--- config.mk ---
export PLATFORM = sky130hd
export DESIGN_NAME = sample_packer
export DESIGN_NICKNAME = d
export VERILOG_FILES = /design/src/rtl/sample_packer_pkg.sv /design/src/rtl/sample_packer_quantize_iq.sv /design/src/rtl/sample_packer.sv
export SDC_FILE = /design/constraint.sdc
export NUM_CORES = 1
export LEC_CHECK = 0
export BUFFER_PORTS_ARGS = -buffer_cell sky130_fd_sc_hd__buf_4
export CORE_ASPECT_RATIO = 1.75
export CORE_UTILIZATION = 27
export CTS_CLUSTER_SIZE = 40
export DETAILED_ROUTE_END_ITERATION = 10
export MAX_ROUTING_LAYER = met4
export PLACE_DENSITY = 0.45
export SYNTH_ARGS = -nofsm -noshare
export SYNTH_HDL_FRONTEND = slang
export SYNTH_SLANG_ARGS = --single-unit
--- constraint.sdc ---
create_clock -name source_clk -period 5.8 [get_ports source_clk]
set_clock_uncertainty 0.15 [all_clocks]
set_input_delay 1.16 -clock source_clk [delete_from_list [all_inputs] [get_ports source_clk]]
set_output_delay 1.16 -clock source_clk [all_outputs]
set_load 0.05 [all_outputs]
--- src/rtl/sample_packer_pkg.sv ---
// Shared encodings and per-component arithmetic helpers for the sample packer.
package sample_packer_pkg;

  typedef enum logic [1:0] {
    MODE_1B = 2'd0,
    MODE_2B = 2'd1,
    MODE_4B = 2'd2,
    MODE_8B = 2'd3
  } mode_e;

  // Pipeline depth from the pins to the packing stage.
  localparam int STAGES = 2;

  // Quantized bits kept per component for each mode.
  function automatic logic [3:0] width_of(input mode_e m);
    case (m)
      MODE_1B: width_of = 4'd1;
      MODE_2B: width_of = 4'd2;
      MODE_4B: width_of = 4'd4;
      default: width_of = 4'd8;
    endcase
  endfunction

  // Signed 8-bit add clamped to [-128, 127] instead of wrapping.
  function automatic logic [7:0] sat_add8(input logic [7:0] a, input logic [7:0] b);
    logic [8:0] sum;
    sum = {a[7], a} + {b[7], b};
    if (sum[8] != sum[7]) sat_add8 = sum[8] ? 8'h80 : 8'h7F;
    else                  sat_add8 = sum[7:0];
  endfunction

  // Pins arrive bit-reversed and Gray coded in offset binary:
  // reverse, Gray-decode, then flip the MSB to get two's complement.
  function automatic logic [7:0] gray_decode8(input logic [7:0] pins);
    logic [7:0] g;
    logic [7:0] b;
    for (int i = 0; i < 8; i++) g[i] = pins[7-i];
    b[7] = g[7];
    for (int i = 6; i >= 0; i--) b[i] = b[i+1] ^ g[i];
    gray_decode8 = {~b[7], b[6:0]};
  endfunction

endpackage

--- src/rtl/sample_packer_quantize_iq.sv ---
// One I or Q component: Gray decode (stage 1), DC correct + quantize (stage 2).
// q is right-aligned; only the low width_of(mode) bits are meaningful.
module quantize_iq
  import sample_packer_pkg::*;
(
  input  logic       source_clk,
  input  logic       source_reset_n,
  input  logic [7:0] pins,
  input  logic [7:0] dc,
  input  logic [7:0] thresh,
  input  logic [1:0] mode,
  output logic [7:0] q
);

  logic [7:0]        x_r;
  logic [7:0]        dc_r;
  logic [7:0]        s;
  logic [7:0]        q_nxt;
  logic signed [8:0] s9;
  logic signed [8:0] t9;
  logic              mag;

  // Stage 1: decode pins; carry the correction alongside so it stays sample-aligned.
  always_ff @(posedge source_clk or negedge source_reset_n) begin
    if (!source_reset_n) begin
      x_r  <= '0;
      dc_r <= '0;
    end else begin
      x_r  <= gray_decode8(pins);
      dc_r <= dc;
    end
  end

  // Stage 2 logic: saturating correction, then quantize per mode.
  always_comb begin
    s   = sat_add8(x_r, dc_r);
    // 9-bit compare so thresh up to 255 and -thresh are both representable.
    s9  = {s[7], s};
    t9  = {1'b0, thresh};
    mag = (s9 >= t9) || (s9 < -t9);
    case (mode_e'(mode))
      MODE_1B: q_nxt = {7'd0, s[7]};
      MODE_2B: q_nxt = {6'd0, s[7], mag};
      MODE_4B: q_nxt = {4'd0, s[7:4]};
      default: q_nxt = s;
    endcase
  end

  // Stage 2 register.
  always_ff @(posedge source_clk or negedge source_reset_n) begin
    if (!source_reset_n) q <= '0;
    else                 q <= q_nxt;
  end

endmodule

--- src/rtl/sample_packer.sv ---
// Gray-coded I/Q ADC front end: decode, DC correct, quantize, and pack
// enabled channels MSB-first into OUT_W-bit words for the packet streamer.
module sample_packer
  import sample_packer_pkg::*;
#(
  parameter int NCH   = 4,
  parameter int ADC_W = 8,
  parameter int OUT_W = 16
) (
  input  logic                   source_clk,
  input  logic                   source_reset_n,
  input  logic                   in_valid,
  input  logic [NCH*2*ADC_W-1:0] ch_data,
  input  logic [NCH*2*ADC_W-1:0] dc_offset,
  input  logic [ADC_W-1:0]       thresh,
  input  logic [1:0]             mode,
  input  logic [NCH-1:0]         chan_mask,
  input  logic                   enable,
  output logic [OUT_W-1:0]       out_data,
  output logic                   out_valid,
  output logic [15:0]            word_count,
  output logic                   config_err
);

  localparam int ACC_W  = 2*OUT_W;
  localparam int FILL_W = $clog2(OUT_W);
  localparam int TOT_W  = $clog2(ACC_W) + 1;
  localparam int PC_W   = $clog2(NCH+1);

  typedef struct packed {
    logic [1:0]       mode;
    logic [NCH-1:0]   mask;
    logic [ADC_W-1:0] thresh;
  } cfg_t;

  // [c][1] is I (upper byte of the channel), [c][0] is Q.
  logic [NCH-1:0][1:0][ADC_W-1:0] pins_a;
  logic [NCH-1:0][1:0][ADC_W-1:0] dc_a;
  logic [NCH-1:0][1:0][ADC_W-1:0] q_a;

  cfg_t               act;
  logic [STAGES:1]    vld_pipe;
  logic [PC_W-1:0]    pc;
  logic [3:0]         w;
  logic [7:0]         samp_b;
  logic               cfg_bad;
  logic [OUT_W-1:0]   samp_bits;
  logic [ACC_W-1:0]   acc;
  logic [ACC_W-1:0]   acc_app;
  logic [FILL_W-1:0]  fill;
  logic [FILL_W-1:0]  fill_nxt;
  logic [TOT_W-1:0]   tot;
  logic               emit;
  logic [OUT_W-1:0]   word;

  assign pins_a = ch_data;
  assign dc_a   = dc_offset;

  for (genvar c = 0; c < NCH; c++) begin : g_ch
    for (genvar k = 0; k < 2; k++) begin : g_cmp
      quantize_iq u_q (
        .source_clk     (source_clk),
        .source_reset_n (source_reset_n),
        .pins           (pins_a[c][k]),
        .dc             (dc_a[c][k]),
        .thresh         (act.thresh),
        .mode           (act.mode),
        .q              (q_a[c][k])
      );
    end
  end

  // Valid travels with the data so packing sees in_valid delayed STAGES cycles.
  always_ff @(posedge source_clk or negedge source_reset_n) begin
    if (!source_reset_n) vld_pipe <= '0;
    else                 vld_pipe <= {vld_pipe[STAGES-1:1], in_valid};
  end

  // Active config only follows the inputs while packing is disabled.
  always_ff @(posedge source_clk or negedge source_reset_n) begin
    if (!source_reset_n) begin
      act        <= '0;
      config_err <= 1'b0;
    end else begin
      if (!enable) act <= '{mode: mode, mask: chan_mask, thresh: thresh};
      config_err <= cfg_bad;
    end
  end

  // Bits per sample from the active config; gating uses this directly so a
  // freshly latched config is honoured on the very first enabled cycle.
  always_comb begin
    pc = '0;
    for (int c = 0; c < NCH; c++) pc = pc + PC_W'(act.mask[c]);
    w       = width_of(mode_e'(act.mode));
    samp_b  = 8'(pc) * 8'(w) * 8'd2;
    cfg_bad = (samp_b == 8'd0) || (int'(samp_b) > OUT_W);
  end

  // Concatenate enabled channels: ch0 first, I before Q, each q MSB-first.
  always_comb begin
    samp_bits = '0;
    for (int c = 0; c < NCH; c++) begin
      for (int k = 1; k >= 0; k--) begin
        if (act.mask[c]) samp_bits = (samp_bits << w) | OUT_W'(q_a[c][k]);
      end
    end
  end

  // Append at the LSB end; the oldest OUT_W bits sit just below the fill+b mark.
  // Bits above that mark are stale and never selected.
  always_comb begin
    tot      = TOT_W'(fill) + TOT_W'(samp_b);
    acc_app  = (acc << samp_b) | ACC_W'(samp_bits);
    emit     = (tot >= TOT_W'(OUT_W));
    word     = OUT_W'(acc_app >> (tot - TOT_W'(OUT_W)));
    fill_nxt = emit ? FILL_W'(tot - TOT_W'(OUT_W)) : FILL_W'(tot);
  end

  // Pack stage: accumulate accepted samples, emit one word when full,
  // and drop any partial word as soon as enable goes low.
  always_ff @(posedge source_clk or negedge source_reset_n) begin
    if (!source_reset_n) begin
      acc        <= '0;
      fill       <= '0;
      out_data   <= '0;
      out_valid  <= 1'b0;
      word_count <= '0;
    end else begin
      out_valid <= 1'b0;
      if (!enable) begin
        fill <= '0;
      end else if (vld_pipe[STAGES] && !cfg_bad) begin
        acc  <= acc_app;
        fill <= fill_nxt;
        if (emit) begin
          out_data   <= word;
          out_valid  <= 1'b1;
          word_count <= word_count + 16'd1;
        end
      end
    end
  end

endmodule

==> impl_summary.md, run 1 <==
Drt
The detail route stage leaves a number of antenna-violating nets equal to 0. The number of DRC markers after the initial detailed-route iteration is 1375. The final route contains 19200 vias. The average routed wire per standard cell is 22.83 um. Dividing the detail-routed via count by the number of cells gives 5.334. After detailed routing, the number of remaining DRC violations is 0. The first-pass detailed-route iteration total is 6.

The total wire length is 82150 um.

Synth
The number of flops mapped to enable cells by yosys is 0. The total number of yosys warnings is 0. The share of the Yosys chip area taken by registers is 0.3193. The number of storage elements in the synthesis netlist is 277. Yosys mapped the design onto 101 distinct sky130hd cell types. The proportion of register bits with asynchronous set or reset after synthesis is 1.000. Synthesis produced a netlist whose cell count is 2339. Of all cell types, the one taking the most synthesized area is sky130_fd_sc_hd__dfrtp_1. The dominant register cell in the synthesized netlist is sky130_fd_sc_hd__dfrtp_1. The number of nets in the synthesized netlist is 2712. The combined area of all synthesized cells is 21710 um^2. Of the post-synthesis cell area, the dominant cell type holds 0.3193. Ranked by total cell area, the synthesized netlist is headed by sky130_fd_sc_hd__dfrtp_1 (32%), sky130_fd_sc_hd__ha_1 (12%), sky130_fd_sc_hd__o21ai_0 (3.6%). Each instance of the synthesized netlist takes up on average 9.280 um^2.

Power and ir drop
In this run the power spent charging and discharging nets is 5.420 mW. The switching portion of total power is 0.4697. The combinational fraction of design power is 0.576. The relative contribution of the clock network to total power is 0.182.

The leakage power total is 11.51 nW. VDD sags by at most 0.2445 mV. The part of the total power dissipated in sequential elements is 0.243. The total power divided by cell area is 449.0 nW/um^2.

The completed layout was analyzed and its total power is 11.54 mW. Internal power comes to 6.119 mW.

Setup path
At the worst endpoint, the required time is 6.17 ns. STA classifies the critical path startpoint as a flop. For the worst setup path, the data arrival time is 5.87 ns. The category of the worst setup path capture point is a flop. In this run the worst path has a maximum fanout of 8. The worst setup path is of the flop to flop kind.

Placed design
The pre-CTS setup slack is 0.1986 ns. The count of buffers added on input and output ports is 179. The HPWL after detailed placement is 63480 um. The congestion estimate from routability-driven global placement came to 0.9489.

Die
The count of standard-cell rows is 137. From left edge to right edge, the die measures 216.3 um. Pin placement for this block handled 180 I/O pins. For this configuration, the core starts out at a cell density of 0.2723. The floorplan die area is 81570 um^2.

The total core area is 79710 um^2. The die boundary height is 377.1 um.

Global route
The global-route wire length before repair is 123900 um. Summed over all layers, the global routing overflow is 0. The number of antenna violations at the first check in global routing is 1. Entering global routing, the biggest net connects 118 pins. The number of global-route vias before repair is 19810.

The global router's overall resource usage is 0.2069.

Timing
The headroom to the max-slew limit is 0.3052. The transition time of the tightest slew-check pin is 1.033 ns. The hold violation total from the final report is 0. For this run, the top clock speed supported by timing is 181.8 MHz. The setup TNS after final layout is 0 ns. Setup violations remaining at the end of the flow were counted as 0. For the finished layout, the period the worst path requires is 5.500 ns.

The number of slew-limit violations in the final report came to 0. The final setup slack of the worst path is 0.3004 ns. Setup repair after global routing left no endpoint under its margin. In the finished design, the share of the clock period the worst path needs comes to 0.9482.

CTS
The CTS tree is built. The number of gates resized after CTS was 0. The largest buffer count on any clock path is 3. The clock tree root buffer cell is sky130_fd_sc_hd__clkbuf_16. The number of hold buffers added after cts is 0. The number of H-tree levels is 1. The later pin in the worst-skew pair is clocked with a latency of 0.65 ns. The CTS sink count is 277. Clock-pin slew was measured on the worst setup and hold paths at 0.07 ns. The buffers inserted during post-CTS setup optimization is 0. The number of buffers inserted during clock tree synthesis is 31.

Layout
0 antenna diodes ended up in the layout. At the end of the flow, the number of nets in the layout was 2906. The utilization after layout is 0.3224. The layout-stage area growth over the synthesis result is 18.40%. Of the cells placed in the final design, the portion with a size suffix greater than 1 is 0.1787.

Worst hold path
The worst hold path belongs to the class flop to flop.

Job
The total of max-cap violations is 0.

Outcome
The run finished with clean final reports.
[worst max-delay path: stages (launching register included)]
cell	delay, ns
sky130_fd_sc_hd__dfrtp_1	0.40
sky130_fd_sc_hd__fa_1	0.48
sky130_fd_sc_hd__ha_1	0.19
sky130_fd_sc_hd__ha_1	0.32
sky130_fd_sc_hd__nand2_1	0.08
sky130_fd_sc_hd__fa_1	0.50
sky130_fd_sc_hd__inv_1	0.07
sky130_fd_sc_hd__ha_1	0.29
sky130_fd_sc_hd__a21o_1	0.16
sky130_fd_sc_hd__and4b_1	0.26
sky130_fd_sc_hd__o21ai_1	0.33
sky130_fd_sc_hd__buf_4	0.23
sky130_fd_sc_hd__o31a_1	0.22
sky130_fd_sc_hd__nor2_1	0.07
sky130_fd_sc_hd__a211oi_1	0.65
sky130_fd_sc_hd__nand2_1	0.16
sky130_fd_sc_hd__o211a_1	0.18
sky130_fd_sc_hd__or3_1	0.35
sky130_fd_sc_hd__a221o_1	0.30
[metrics by stage]
step,hold slack (ns),instance area (um^2),cells
after floorplan,0.1812,21720,2339
after global placement,0.1933,24630,3542
after detailed placement,0.1934,24630,3542
after CTS,0.2077,25690,3599
after global routing,0.2255,25700,3599
final,0.2051,25700,3599
[cells in the final DEF, fill, tap and decap left out, drive strengths merged, types with 10 or more instances in the layout]
cell type,n
a211o,12
a211oi,20
a21o,41
a21oi,142
a221oi,10
a22o,24
a2bb2oi,12
a311oi,15
a31o,15
a31oi,24
and2,21
buf,278
clkbuf,37
clkinv,10
dfrtp,277
fa,13
ha,214
inv,140
mux2,39
mux2i,61
mux4,24
nand2,165
nand2b,46
nand3,40
nand4,14
nor2,152
nor2b,51
nor3,39
o2111ai,10
o211ai,20
o21a,47
o21ai,166
o21bai,28
o221ai,21
o22ai,26
o31ai,18
o32ai,10
or2,10
xnor2,72
xor2,59
[metal layers]
metal	vias up	GRT usage	wire length [um]
met2	699	0.3752	43440
met5	-	-	0
met3	262	0.02378	3452
met1	9264	0.2056	29070
li1	8973	-	-
met4	0	0.1423	6189
[sequential cells by signal, summed over array words and instances (netlist names)]
signal               count
acc                     32
act                     14
config_err               1
fill                     3
g_ch.g_cmp.u_q.dc_r     64
g_ch.g_cmp.u_q.q        64
g_ch.g_cmp.u_q.x_r      64
out_data                16
out_valid                1
vld_pipe                 2
word_count              16
[cell usage after synthesis, drive strengths merged, types with 39 or more instances]
cell type / number
mux2i: 61
xor2: 59
inv: 135
o21ai: 166
dfrtp: 277
clkbuf: 79
xnor2: 72
nand2b: 46
nand3: 40
nor2: 152
mux2: 39
nor3: 39
a21oi: 142
o21a: 47
nor2b: 51
a21o: 41
nand2: 165
ha: 214
[power by group through the flow]
stage | Combinational (mW) | Sequential [mW] | Clock (mW)
after floorplan | 4.20 | 2.76 | 0
after global placement | 6.55 | 2.83 | 0
after detailed placement | 6.58 | 2.83 | 0
after CTS | 6.62 | 2.80 | 2.17
after global routing | 7.25 | 2.84 | 2.23
final | 6.64 | 2.80 | 2.10
[cell families (layout without fill, tap and decap cells)]
kind of cell,Yosys count,in the layout,synth area share
AO/OA/AOI/OAI,739,739,0.2380
AND/OR/NAND/NOR,586,586,0.1315
flip-flops,277,277,0.3193
buffers and inverters,254,472,0.04905
adder cells (fa/ha/maj),228,228,0.1358
XOR/XNOR,131,131,0.05286
multiplexers,124,124,0.07344
[cell type report]
type	instances	area, um^2
clock inverter	20	236.5
multi-input combinational	1808	13750
fill	8319	54010
inverter	137	515.5
tap	1042	1304
sequential	277	6934
clock buffer	37	818.3
timing repair buffer	278	2145
[worst paths after layout]
kind	from	to	slack [ns]	cells after the start
setup / recovery	act[8]	out_data[13]	0.30	18
hold / removal	vld_pipe[1]	vld_pipe[2]	0.21	0
setup reg to reg	act[8]	out_data[13]	0.30	18
hold reg to reg	vld_pipe[1]	vld_pipe[2]	0.21	0
max in group asynchronous	source_reset_n	act[13]	4.11	2
min in group asynchronous	source_reset_n	g_ch[0].g_cmp[0].u_q.dc_r[7]	0.35	1
(Power assumes the default switching activity.)
==> inputs of run 2 (changes only) <==
Settings changed: CORE_UTILIZATION 27 to 30, PLACE_DENSITY 0.45 to 0.48.
==> run 2 against run 1 <==
Core utilization up 3.3 points. Critical path depth up 1. Final cell count decreased by 3.5%. Non-clock buffer count down 6. Maximum frequency grew 0.25%. Sequential power is essentially flat. Register-to-register slack is essentially flat. Clock power hardly changed. Count of clock-buffer cells in the layout unchanged. Final area shrank 0.71%. Die area down 9.9%. Largest cell class unchanged.
==> impl_summary.md, run 2 (same netlist as run 1, synthesis figures left out) <==
Timing
The headroom to the max-slew limit is 0.1921 (-0.1131). The number of slew-limit violations in the final report is 0 (unchanged). Setup repair after global routing left no endpoint under its margin. The final setup violation count is 0 (unchanged). The achievable frequency is 182.3 MHz (+0.25%). The transition time of the tightest slew-check pin is 1.202 ns (+0.1682 ns). The hold violation total from the final report is 0 (unchanged). The setup TNS after final layout is 0 ns (unchanged). The shortest period the worst path allows was 5.486 ns (-0.01391 ns). The final worst-path cycle share was 0.9458 (-0.002399). The final setup slack of the worst path is 0.3143 ns (+0.01391 ns).

Global route
The global-route wire length before repair is 121500 um (-1.9%). The number of global-route vias before repair is 19750 (-0.32%). The global router's overall resource usage was 0.2271 (+0.02014). The number of antenna violations at the first check in global routing came to 0 (-1). The maximum number of pins on one net before global-route repair is 97 (-18%). The total grt overflow is 0 (unchanged).

Power and ir drop
The total power divided by cell area is 449.9 nW/um^2 (+0.21%). The maximum ir drop on the vdd rail is 0.2662 mV (+8.9%). The total chip power is 11.48 mW (-0.50%). The leakage power total came to 11.47 nW (-0.40%).

Setup path
The cell type group with the largest total delay on the critical path is adder cells. The largest fanout on the critical path is 11 (+3). STA classifies the critical path endpoint as a flop. The highest cell delay on the worst timing path is 0.51 ns (-0.14 ns). The critical path in this run is classified as flop to flop.

The signal on the critical path passes through fa_1, ha_1, ha_1, nand2_1, fa_1, inv_1, ha_1, fa_1, and4b_2, o21ai_1, buf_4, o32ai_1, nand2_1, o21a_1, o21ai_1, a2bb2oi_1, a221o_1, a31o_2, a2bb2oi_2. The cell at the slowest stage of the critical path is sky130_fd_sc_hd__fa_1. The worst setup path is launched from a flop. The worst path required time was 6.21 ns (+0.04 ns). The data arrival time of the critical path is 5.89 ns (+0.02 ns). The number of buffers and inverters on the critical path came to 2 (unchanged). The setup slack on the worst flop-to-flop path is 0.31 ns (about the same).

Die
The I/O pin count was 180 (unchanged). The count of standard-cell rows is 130 (-5.1%). The die boundary height was 357.8 um (-5.1%). The initial core utilization was 0.3026 (+0.03028). The total core area is 71730 um^2 (-10%). The overall die width is 205.3 um (-5.1%). The floorplan die area is 73480 um^2 (-9.9%).

CTS
The largest buffer count on any clock path is 3 (unchanged). CTS placed an instance of sky130_fd_sc_hd__clkbuf_16 at the clock tree root. The CTS sink count came to 277 (unchanged).

The clock-pin transition on the worst setup and hold timing paths came to 0.07 ns (about the same). The number of hold buffers added after cts is 0 (unchanged). TritonCTS built the clock tree. The number of gates resized after cts came to 0 (unchanged). The source-to-sink clock delay at the later pin of the worst-skew pair is 0.62 ns (-0.03 ns).

The number of buffers inserted during clock tree synthesis was 30 (-3.2%). The number of H-tree levels is 1 (unchanged). The buffers inserted during post-CTS setup optimization is 0 (unchanged).

Layout
The post-route standard cell area excluding fillers came to 25520 um^2 (-0.71%). The number of non-filler instances in the completed layout was 3474 (-3.5%). The final layout net count was 2899 (-0.24%).

The largest registers in the layout are g_ch.g_cmp.u_q.dc_r x64, g_ch.g_cmp.u_q.q x64, g_ch.g_cmp.u_q.x_r x64. The register cell area after layout is 6934 um^2 (unchanged). The area occupied by multi-input gates came to 13750 um^2 (about the same). The number of antenna repair diodes is 0 (unchanged). The share of layout cells above drive strength 1 is 0.1780 (-0.0006859). The layout-stage area growth over the synthesis result is 17.56%.

The number of filler instances in the final layout came to 7352 (-12%). Leaving out fill and tap cells, the most frequent cell in the layout is sky130_fd_sc_hd__dfrtp_1. In the layout the commonest cells are sky130_fd_sc_hd__dfrtp_1 (275), sky130_fd_sc_hd__buf_4 (267), sky130_fd_sc_hd__ha_1 (214), sky130_fd_sc_hd__nand2_1 (165), sky130_fd_sc_hd__o21ai_0 (154).

Placed design
The cell area reported after detailed placement is 24440 um^2 (-0.78%). The placer's final routability congestion estimate is 0.9570 (+0.85%). The pre-CTS setup slack is 0.1343 ns (-0.06430 ns). The cell count after placement is 3418 (-3.5%).

The HPWL after detailed placement was 62890 um (-0.93%). The count of port buffers added during placement is 179 (unchanged).

Drt
The via count normalized by instance count is 5.543 (+3.9%). The remaining number of nets flagged by the antenna check after routing is 0 (unchanged). The number of DRC markers after the initial detailed-route iteration is 1189 (-14%).

The total wire length is 81080 um (-1.3%). The average routed wire per standard cell is 23.34 um (+2.2%). The post-detailed-route DRC marker count is 0 (unchanged). The first-pass detailed-route iteration total is 5 (-1). The routed via count is 19260 (+0.31%).

Outcome
The run finished with clean final reports.

Worst hold path
In this run the worst hold path is classified as flop to flop.

Job
The total of max-cap violations is 0 (unchanged).
[run 2: cell types whose count changed in the layout (fill, tap and decap cells not counted), moves of 2 or more]
cell                         change
sky130_fd_sc_hd__clkbuf_8        +3
sky130_fd_sc_hd__buf_4           -6
sky130_fd_sc_hd__clkinvlp_4      +4
sky130_fd_sc_hd__inv_6           -3
sky130_fd_sc_hd__clkinv_2        -2
sky130_fd_sc_hd__clkbuf_1        -2
[run 2: metal layers]
metal / up-vias / share of wire / global-route usage
li1: 8939 / - / -
met1: 9305 / 0.35 / 0.2207
met2: 720 / 0.53 / 0.4125
met3: 294 / 0.041 / 0.02417
met4: 0 / 0.084 / 0.1677
met5: - / 0 / -
[run 2: worst paths after layout]
| kind | start | endpoint | cells past startpoint |
|---|---|---|---|
| setup / recovery | act[8] | out_data[7] | 19 |
| hold / removal | vld_pipe[1] | vld_pipe[2] | 0 |
| setup reg to reg | act[8] | out_data[7] | 19 |
| hold reg to reg | vld_pipe[1] | vld_pipe[2] | 0 |
| max in group asynchronous | source_reset_n | g_ch[2].g_cmp[0].u_q.dc_r[6] | 2 |
| min in group asynchronous | source_reset_n | out_data[9] | 1 |
[run 2: power breakdown]
group / leakage [nW] / internal [mW] / switching [mW] / total [mW]
clock: 0.503 / 1.20 / 0.890 / 2.09
combinational: 7.56 / 2.60 / 4.01 / 6.62
sequential: 3.41 / 2.33 / 0.448 / 2.78
total: 11.5 / 6.13 / 5.35 / 11.5
[run 2: per-stage QoR]
stage | hold slack [ns] | utilization
after detailed placement | 0.1996 | 0.3407
after floorplan | 0.1812 | -
after CTS | 0.2142 | 0.3556
final | 0.2129 | 0.3557
after global placement | 0.1887 | 0.3407
after global routing | 0.2220 | 0.3557
[run 2: layout make-up]
class,count,share of cell area
Multi-Input combinational cell,1808,0.5388
Sequential cell,277,0.2717
Timing Repair Buffer,272,0.08228
Tap cell,924,0.04531
Clock buffer,37,0.03241
Inverter,137,0.02020
Clock inverter,19,0.009316
==> inputs of run 3 (changes only) <==
--- a/config.mk
+++ b/config.mk
@@ -10,2 +10,3 @@
 export CORE_UTILIZATION = 30
+export CTS_BUF_LIST = sky130_fd_sc_hd__clkbuf_8
 export CTS_CLUSTER_SIZE = 40
--- a/constraint.sdc
+++ b/constraint.sdc
@@ -4,2 +4,2 @@
 set_output_delay 1.16 -clock source_clk [all_outputs]
-set_load 0.05 [all_outputs]
+set_load 0.02 [all_outputs]
==> run 3 against run 2 <==
Sequential cell count unchanged. Largest cell class unchanged. Critical endpoint is now out_data[9]. Final cell count increased by 0.83%. Sequential share of layout area increased by 0.056 points. Core utilization shrank 0.073 points. Combinational power decreased by 2%. Highest routed layer unchanged. Critical path depth unchanged. Register-to-register slack worse by 0.02 ns.
==> impl_summary.md, run 3 (same netlist as run 1, synthesis figures left out) <==
CTS
The number of hold buffers added after cts came to 0 (unchanged). TritonCTS built the clock tree. The buffers inserted during post-CTS setup optimization came to 0 (unchanged). The source-to-sink clock delay at the later pin of the worst-skew pair is 0.68 ns (+0.06 ns). The clock tree root buffer cell is sky130_fd_sc_hd__clkbuf_8. The largest buffer count on any clock path is 3 (unchanged). The number of buffers inserted during clock tree synthesis is 46 (+53%). The number of H-tree levels is 2 (+1). The clock-pin transition on the worst setup and hold timing paths is 0.07 ns (about the same). The CTS sink count is 277 (unchanged).

The number of gates resized after cts came to 0 (unchanged).

Die
The total core area is 71730 um^2 (unchanged). The die boundary height is 357.8 um (unchanged). The count of standard-cell rows came to 130 (unchanged). The floorplan die area is 73480 um^2 (unchanged). The overall die width came to 205.3 um (unchanged).

The initial core utilization is 0.3026 (unchanged). The I/O pin count is 180 (unchanged).

Outcome
The run finished with clean final reports.

Layout
The post-route standard cell area excluding fillers was 25470 um^2 (-0.21%). In the layout the commonest cells are sky130_fd_sc_hd__dfrtp_1 (275), sky130_fd_sc_hd__buf_4 (267), sky130_fd_sc_hd__ha_1 (214), sky130_fd_sc_hd__nand2_1 (165), sky130_fd_sc_hd__o21ai_0 (154). The final layout net count is 2915 (+0.55%).

From synthesis to final layout, the design area changed by 17.32%. The utilization after layout is 0.3550 (-0.0007320). The commonest non-fill, non-tap cell in the layout is sky130_fd_sc_hd__dfrtp_1. The area occupied by multi-input gates is 13750 um^2 (unchanged). The register cell area after layout is 6934 um^2 (unchanged). The number of filler instances in the final layout is 7387 (+0.48%). The largest registers in the layout are g_ch.g_cmp.u_q.dc_r x64, g_ch.g_cmp.u_q.q x64, g_ch.g_cmp.u_q.x_r x64. The share of layout cells above drive strength 1 was 0.1827 (+0.004661).

Setup path
The data arrival time of the critical path is 5.90 ns (about the same). STA classifies the critical path endpoint as a flop. The worst register-to-register path begins at act[8]. The capturing point of the worst reg2reg path is out_data[9]. The signal on the critical path passes through fa_1, ha_1, ha_1, nand2_1, fa_1, inv_1, ha_1, fa_1, inv_1, and2_1, o211ai_1, buf_4, o21ai_0, o21ai_1, mux2i_1, mux2_2, a222oi_1, a21oi_1, a221o_1.

STA classifies the critical path startpoint as a flop. The setup slack on the worst flop-to-flop path came to 0.29 ns (-0.02 ns). The highest cell delay on the worst timing path came to 0.67 ns (+0.16 ns). The critical path is of the flop to flop type. The largest fanout on the critical path is 11 (unchanged).

The cell count of the worst reg-to-reg path is 19 (unchanged). The worst path required time is 6.20 ns (about the same). The cell at the slowest stage of the critical path is sky130_fd_sc_hd__fa_1. The number of buffers and inverters on the critical path came to 3 (+1). The cell type group with the largest total delay on the critical path is adder cells.

Worst hold path
In this run the most critical hold path is launched from vld_pipe[1]. The min-delay analysis places its worst path in the category flop to flop. For hold timing, the worst endpoint is vld_pipe[2].

The number of cells on the worst hold path is 0 (unchanged).

Timing
The final setup violation count is 0 (unchanged). The final worst-path cycle share was 0.9493 (+0.003535). The shortest period the worst path allows is 5.506 ns (+0.02050 ns). The transition time of the tightest slew-check pin is 1.334 ns (+0.1321 ns).

The headroom to the max-slew limit is 0.1033 (-0.08883). The number of slew-limit violations in the final report is 0 (unchanged). The hold violation total from the final report is 0 (unchanged). The setup TNS after final layout is 0 ns (unchanged). Setup repair after global routing left no endpoint under its margin. The achievable frequency came to 181.6 MHz (-0.37%).

Drt
The number of DRC markers after the initial detailed-route iteration is 1217 (+2.4%). The first-pass detailed-route iteration total is 5 (unchanged). The routed via count is 19410 (+0.80%).

The average routed wire per standard cell is 23.23 um (-0.44%). The remaining number of nets flagged by the antenna check after routing is 0 (unchanged). The post-detailed-route DRC marker count came to 0 (unchanged). The via count normalized by instance count is 5.542 (about the same).

The total wire length was 81390 um (+0.39%).

Placed design
The count of port buffers added during placement is 179 (unchanged). The cell area reported after detailed placement is 24440 um^2 (unchanged). The HPWL after detailed placement was 62890 um (unchanged). The placer's final routability congestion estimate was 0.9570 (unchanged).

Global route
The maximum number of pins on one net before global-route repair is 97 (unchanged). The global-route wire length before repair is 121900 um (+0.36%). The total grt overflow is 0 (unchanged).

The number of global-route vias before repair is 19900 (+0.78%). The global router's overall resource usage is 0.2293 (+0.002240). The number of antenna violations at the first check in global routing is 1 (+1).

Job
The total of max-cap violations was 0 (unchanged).

Power and ir drop
The maximum ir drop on the vdd rail is 0.1829 mV (-31%). The total chip power is 11.19 mW (-2.6%). The total power divided by cell area is 439.3 nW/um^2 (-2.4%). The leakage power total is 11.52 nW (+0.52%).
## run 3: cell types whose count changed in the layout (fill, tap and decap cells not counted), sizes merged
cell / change
inv: +12
clkbuf: +23
clkinvlp: -5
diode: +1
bufinv: -2
## run 3: how the worst max path moves through the flow
stage / slack [ns] / endpoint / start / cells past startpoint
after floorplan: 0.06 / word_count[13] / act[13] / 24
after global placement: 0.23 / out_data[2] / act[8] / 21
after detailed placement: 0.13 / out_data[2] / act[8] / 21
after CTS: 0.14 / out_data[2] / act[8] / 21
after global routing: 0.07 / out_data[9] / act[8] / 19
final: 0.29 / out_data[9] / act[8] / 19
## run 3: layer usage
metal	GRT usage	part of all wire
met5	-	0
met3	0.03099	0.043
met4	0.1681	0.083
met2	0.4137	0.53
met1	0.2216	0.35
## run 3: final cells by class
class,instances,area share
antenna,1,0.00009827
multi-input combinational,1808,0.5399
clock inverter,24,0.007222
timing repair buffer,272,0.08244
tap,924,0.04540
sequential,277,0.2723
inverter,137,0.02024
clock buffer,60,0.03243
## run 3: per-stage QoR
stage                     hold WS [ns]  std cells  setup WS, ns
after floorplan                 0.1812       2339       0.06295
after global placement          0.1887       3418        0.2272
after detailed placement        0.1996       3418        0.1343
after CTS                       0.2123       3502        0.1363
after global routing            0.2205       3503       0.06911
final                           0.2067       3503        0.2938
## run 3: power by group
group	internal, mW	switching, mW
combinational	2.60	3.91
clock	1.02	0.880
sequential	2.33	0.447
